[config.mk]
export PLATFORM = sky130hd
export DESIGN_NAME = cb_dequantizer
export DESIGN_NICKNAME = d
export VERILOG_FILES = /design/src/rtl/cb_dequantizer.sv
export SDC_FILE = /design/constraint.sdc
export NUM_CORES = 2
export LEC_CHECK = 0
export ABC_AREA = 1
export CORE_ASPECT_RATIO = 2
export CORE_MARGIN = 3
export CORE_UTILIZATION = 45
export CTS_CLUSTER_DIAMETER = 80
export DETAILED_ROUTE_END_ITERATION = 7
export GPL_TIMING_DRIVEN = 1
export MAX_ROUTING_LAYER = met4
export PLACE_DENSITY = 0.72
export REMOVE_ABC_BUFFERS = 1
export SYNTH_ARGS = -nofsm -noshare
export SYNTH_HDL_FRONTEND = slang
export SYNTH_SLANG_ARGS = --single-unit
[constraint.sdc]
create_clock -name clk -period 119 [get_ports clk]
set_clock_uncertainty 0.1 [all_clocks]
set_input_delay 35.7 -clock clk [delete_from_list [all_inputs] [get_ports clk]]
set_output_delay 35.7 -clock clk [all_outputs]
set_load 0.005 [all_outputs]
[src/rtl/cb_dequantizer.sv]
// Cb dequantizer: serial zigzag-ordered quantized coefficients in, scaled by the
// JPEG chrominance table, assembled into an 8x8 matrix and presented in parallel.
module cb_dequantizer (
    input  logic               clk,
    input  logic               rst,
    input  logic               enable,
    input  logic signed [10:0] data_in,
    output logic signed [15:0] coef_out [1:8][1:8],
    output logic               output_enable
);

    // Zigzag position -> natural (row*8 + col) index, both zero-based.
    localparam logic [5:0] ZZ [64] = '{
        6'd0,  6'd1,  6'd8,  6'd16, 6'd9,  6'd2,  6'd3,  6'd10,
        6'd17, 6'd24, 6'd32, 6'd25, 6'd18, 6'd11, 6'd4,  6'd5,
        6'd12, 6'd19, 6'd26, 6'd33, 6'd40, 6'd48, 6'd41, 6'd34,
        6'd27, 6'd20, 6'd13, 6'd6,  6'd7,  6'd14, 6'd21, 6'd28,
        6'd35, 6'd42, 6'd49, 6'd56, 6'd57, 6'd50, 6'd43, 6'd36,
        6'd29, 6'd22, 6'd15, 6'd23, 6'd30, 6'd37, 6'd44, 6'd51,
        6'd58, 6'd59, 6'd52, 6'd45, 6'd38, 6'd31, 6'd39, 6'd46,
        6'd53, 6'd60, 6'd61, 6'd54, 6'd47, 6'd55, 6'd62, 6'd63
    };

    // Chrominance quantization table in natural row-major order.
    localparam logic [6:0] Q_TAB [64] = '{
        7'd17, 7'd18, 7'd24, 7'd47, 7'd99, 7'd99, 7'd99, 7'd99,
        7'd18, 7'd21, 7'd26, 7'd66, 7'd99, 7'd99, 7'd99, 7'd99,
        7'd24, 7'd26, 7'd56, 7'd99, 7'd99, 7'd99, 7'd99, 7'd99,
        7'd47, 7'd66, 7'd99, 7'd99, 7'd99, 7'd99, 7'd99, 7'd99,
        7'd99, 7'd99, 7'd99, 7'd99, 7'd99, 7'd99, 7'd99, 7'd99,
        7'd99, 7'd99, 7'd99, 7'd99, 7'd99, 7'd99, 7'd99, 7'd99,
        7'd99, 7'd99, 7'd99, 7'd99, 7'd99, 7'd99, 7'd99, 7'd99,
        7'd99, 7'd99, 7'd99, 7'd99, 7'd99, 7'd99, 7'd99, 7'd99
    };

    logic [5:0]         idx_reg;
    logic               blk_done_reg;
    logic [5:0]         pos;
    logic signed [18:0] din_ext;
    logic signed [18:0] q_ext;
    logic signed [18:0] product;
    logic signed [15:0] sat_val;
    logic signed [15:0] work_reg [64];

    assign pos     = ZZ[idx_reg];
    assign din_ext = {{8{data_in[10]}}, data_in};
    assign q_ext   = {12'd0, Q_TAB[pos]};
    assign product = din_ext * q_ext;

    always_comb begin
        sat_val = product[15:0];
        if (product > 19'sd32767)
            sat_val = 16'sh7fff;
        else if (product < -19'sd32768)
            sat_val = 16'sh8000;
    end

    // idx wraps naturally; blk_done lives exactly one cycle after the 64th accept.
    always_ff @(posedge clk or posedge rst) begin
        if (rst) begin
            idx_reg       <= 6'd0;
            blk_done_reg  <= 1'b0;
            output_enable <= 1'b0;
        end else begin
            if (enable)
                idx_reg <= idx_reg + 6'd1;
            blk_done_reg  <= enable && (idx_reg == 6'd63);
            output_enable <= blk_done_reg;
        end
    end

    // The copy samples pre-edge working values, so a new block's first write
    // on the copy edge cannot leak into the presented matrix.
    generate
        for (genvar gi = 0; gi < 64; gi++) begin : g_cell
            always_ff @(posedge clk or posedge rst) begin
                if (rst) begin
                    work_reg[gi]                   <= 16'sd0;
                    coef_out[gi / 8 + 1][gi % 8 + 1] <= 16'sd0;
                end else begin
                    if (enable && (pos == 6'(gi)))
                        work_reg[gi] <= sat_val;
                    if (blk_done_reg)
                        coef_out[gi / 8 + 1][gi % 8 + 1] <= work_reg[gi];
                end
            end
        end
    endgenerate

endmodule
==> flow_metrics.tcl <==
set metrics [dict create \
    status "completed" \
    dp.final_hpwl_mm 170.4 \
    postCtsHoldBufs 0 \
    cts_buffers 180 \
    grt_max_degree 198 \
    dieHeight_um 610.4 \
    die-width_um 308.2 \
    cts_root_buf "clkbuf_16" \
    initial_core_util 0.4532 \
    yosysUniqueCellTypes 40 \
    vias 56390 \
    final-hold-violation-count 0 \
    timing.fmax_mhz 23.37 \
    cts_sinks 2056 \
    synth-warning-count 0 \
    syn-instance-count 7300 \
    dr.pass1.iters 8 \
    port_buffers 1038 \
    max_slew_margin 0.1833 \
    synth-async-reset-ratio 1.000 \
    drive_above_1_share 0.1855 \
    grt.total_usage 0.2794 \
    syn_area_um2 82200 \
    crit_type "input pin to register" \
    h-tree-depth 4 \
    grt_first_pass_wirelength_mm 383.1 \
    synth_edf_count 0 \
    cts.reportedPaths.clkPinSlew_ps 60 \
    rows 221 \
    period_share 0.3595 \
    synth_top_area_cell "dfrtp_1" \
    crit_path_max_fanout 56 \
    num-fill-cells 15130 \
    period_minus_slack_ps 42790 \
    worst_setup_path_end_kind "register" \
    cts_tree "done" \
    worst_setup_path_start_kind "input pin" \
    grt_pass1_vias 58290 \
    yosys.area.top_type_share 0.6259 \
    synth.top_cells.by_count "nand2_1, dfrtp_1, mux2_2" \
    synthFlopType "dfrtp_1" \
    min_path_type "register to register" \
    setup_tns_ps 0 \
    synthTopCellsByArea "dfrtp_1, mux2_2, nand2_1" \
    rsz0062_at_grt "no" \
    postSynthAreaPerCell_um2 11.26 \
    wirelength_mm 257.7 \
    cts_resized 0 \
    cp.arrival_ps 43400 \
    dieArea_um2 188100 \
    syn_to_final_growth_pct 21.69 \
    grt_overflow_total 0 \
    slew_violations 0 \
    ant_nets 0 \
    clockBufferDepth 4 \
    yosys_register_bits 2056 \
    avgViaCountPerCell 5.271 \
    setup_viol_count_final 0 \
    gp_congestion 0.8810 \
    cts_setup_buffers 0 \
    drt_iter0_drc 4807 \
    worst_pin_slew_ps 1225 \
    critPathRequiredTime_ps 119620 \
    synth-seq-area-share 0.6259 \
    clkLatencyLatePin_ps 830 \
    post-synth-top-count-cell "nand2_1" \
    io_pins 1039 \
    cap_violations 0 \
    nets 8347 \
    drc 0 \
    coreArea_um2 181400 \
    avgRoutedWirePerCell_um 24.09 \
    antenna_found_initial 13 \
]
[worst max-delay path, cell delays in order]
cell and delay [ps]:
clkdlybuf4s50_1 510, inv_1 110, nor2_1 190, inv_1 130
fa_1 550, inv_1 50, fa_1 470, fa_1 550
inv_1 50, fa_1 520, inv_1 40, ha_1 340
nand2_1 90, inv_1 90, nand2_1 60, nor3_1 150
nand2_1 130, nand2_1 110, nand2_1 50, nand2_1 50
nand3_1 110, nand2_4 350, buf_4 910, nand2_1 220
nand2_4 530, buf_4 850, nand2_1 140, nand2_1 110
[cell type report]
class | instances | area [um^2] | area share
diodes | 13 | 32.53 | 0.0003252
clock buffers | 256 | 5111 | 0.05110
clock inverters | 59 | 633.1 | 0.006329
inverters | 234 | 895.9 | 0.008956
multi-input cells | 4648 | 28110 | 0.2810
flip-flops and latches | 2056 | 51450 | 0.5144
well taps | 2341 | 2929 | 0.02928
repair buffers | 1091 | 10860 | 0.1086
[routing by layer]
layer,track usage,wire [um],vias to the layer above
li1,-,-,24900
met1,0.3195,95630,28790
met2,0.4582,127100,2107
met3,0.06478,19130,591
met4,0.1454,15880,0
met5,-,0,-
[through the flow]
| stage | worst slack, ps | area (um^2) | cells | hold slack [ps] | util |
|---|---|---|---|---|---|
| floorplan | 25120 | 80350 | 6938 | 343.6 | - |
| global placement | 75400 | 94250 | 10370 | 356.3 | 0.5196 |
| detailed placement | 75360 | 94250 | 10370 | 359.4 | 0.5196 |
| CTS | 76210 | 100000 | 10690 | 376.5 | 0.5513 |
| global route | 75900 | 100000 | 10700 | 389.1 | 0.5514 |
| finish | 76210 | 100000 | 10700 | 372.9 | 0.5514 |
[final timing paths]
check	start	to	slack, ps	depth (start not counted)
max	data_in[10]	work_reg[819]	76210	28
min	work_reg[387]	work_reg[387]	370	2
max reg2reg	idx_reg[0]	work_reg[819]	107860	38
min reg2reg	work_reg[387]	work_reg[387]	370	2
max in group asynchronous	rst	work_reg[74]	77700	8
min in group asynchronous	rst	coef_out[687]	35320	2
[logic make-up (layout without fill, tap and decap cells)]
group | count (synthesis) | count (layout) | share of synthesized area
simple gates | 3373 | 3373 | 0.1670
flops | 2056 | 2056 | 0.6259
mux | 1024 | 1024 | 0.1403
buf+inv | 596 | 1640 | 0.03332
fa+ha+maj | 122 | 122 | 0.02414
compound gates | 107 | 107 | 0.006972
xor+xnor | 22 | 22 | 0.002344
other cells | 0 | 13 | 0
[cell usage in the layout (no fill, tap or decap), types with 2 or more instances in the layout]
cell,count
dfrtp_1,2055
nand3b_1,2
xor2_1,14
nand4_1,3
nor3_1,4
clkinvlp_4,5
clkinv_8,4
nand2_4,29
nand3_1,100
clkdlybuf4s50_1,1038
nor2_8,21
nor2_1,99
fa_1,61
buf_12,6
inv_6,5
diode_2,13
nand2_8,3
clkbuf_8,30
o21ai_0,79
o211ai_1,5
buf_4,47
nor2_4,47
a21oi_1,15
inv_4,4
xnor2_1,7
nand2_1,3046
clkinv_2,32
nand3_2,2
inv_2,74
o21ai_1,3
mux2_2,1024
inv_1,155
bufinv_16,10
clkinv_4,3
clkbuf_1,45
ha_1,61
clkbuf_16,181
nand2_2,9
nor2_2,6
Power is left out: the tool's default activity adds up to more than one toggle a clock period on the data nets, which glitch-free logic cannot reach.
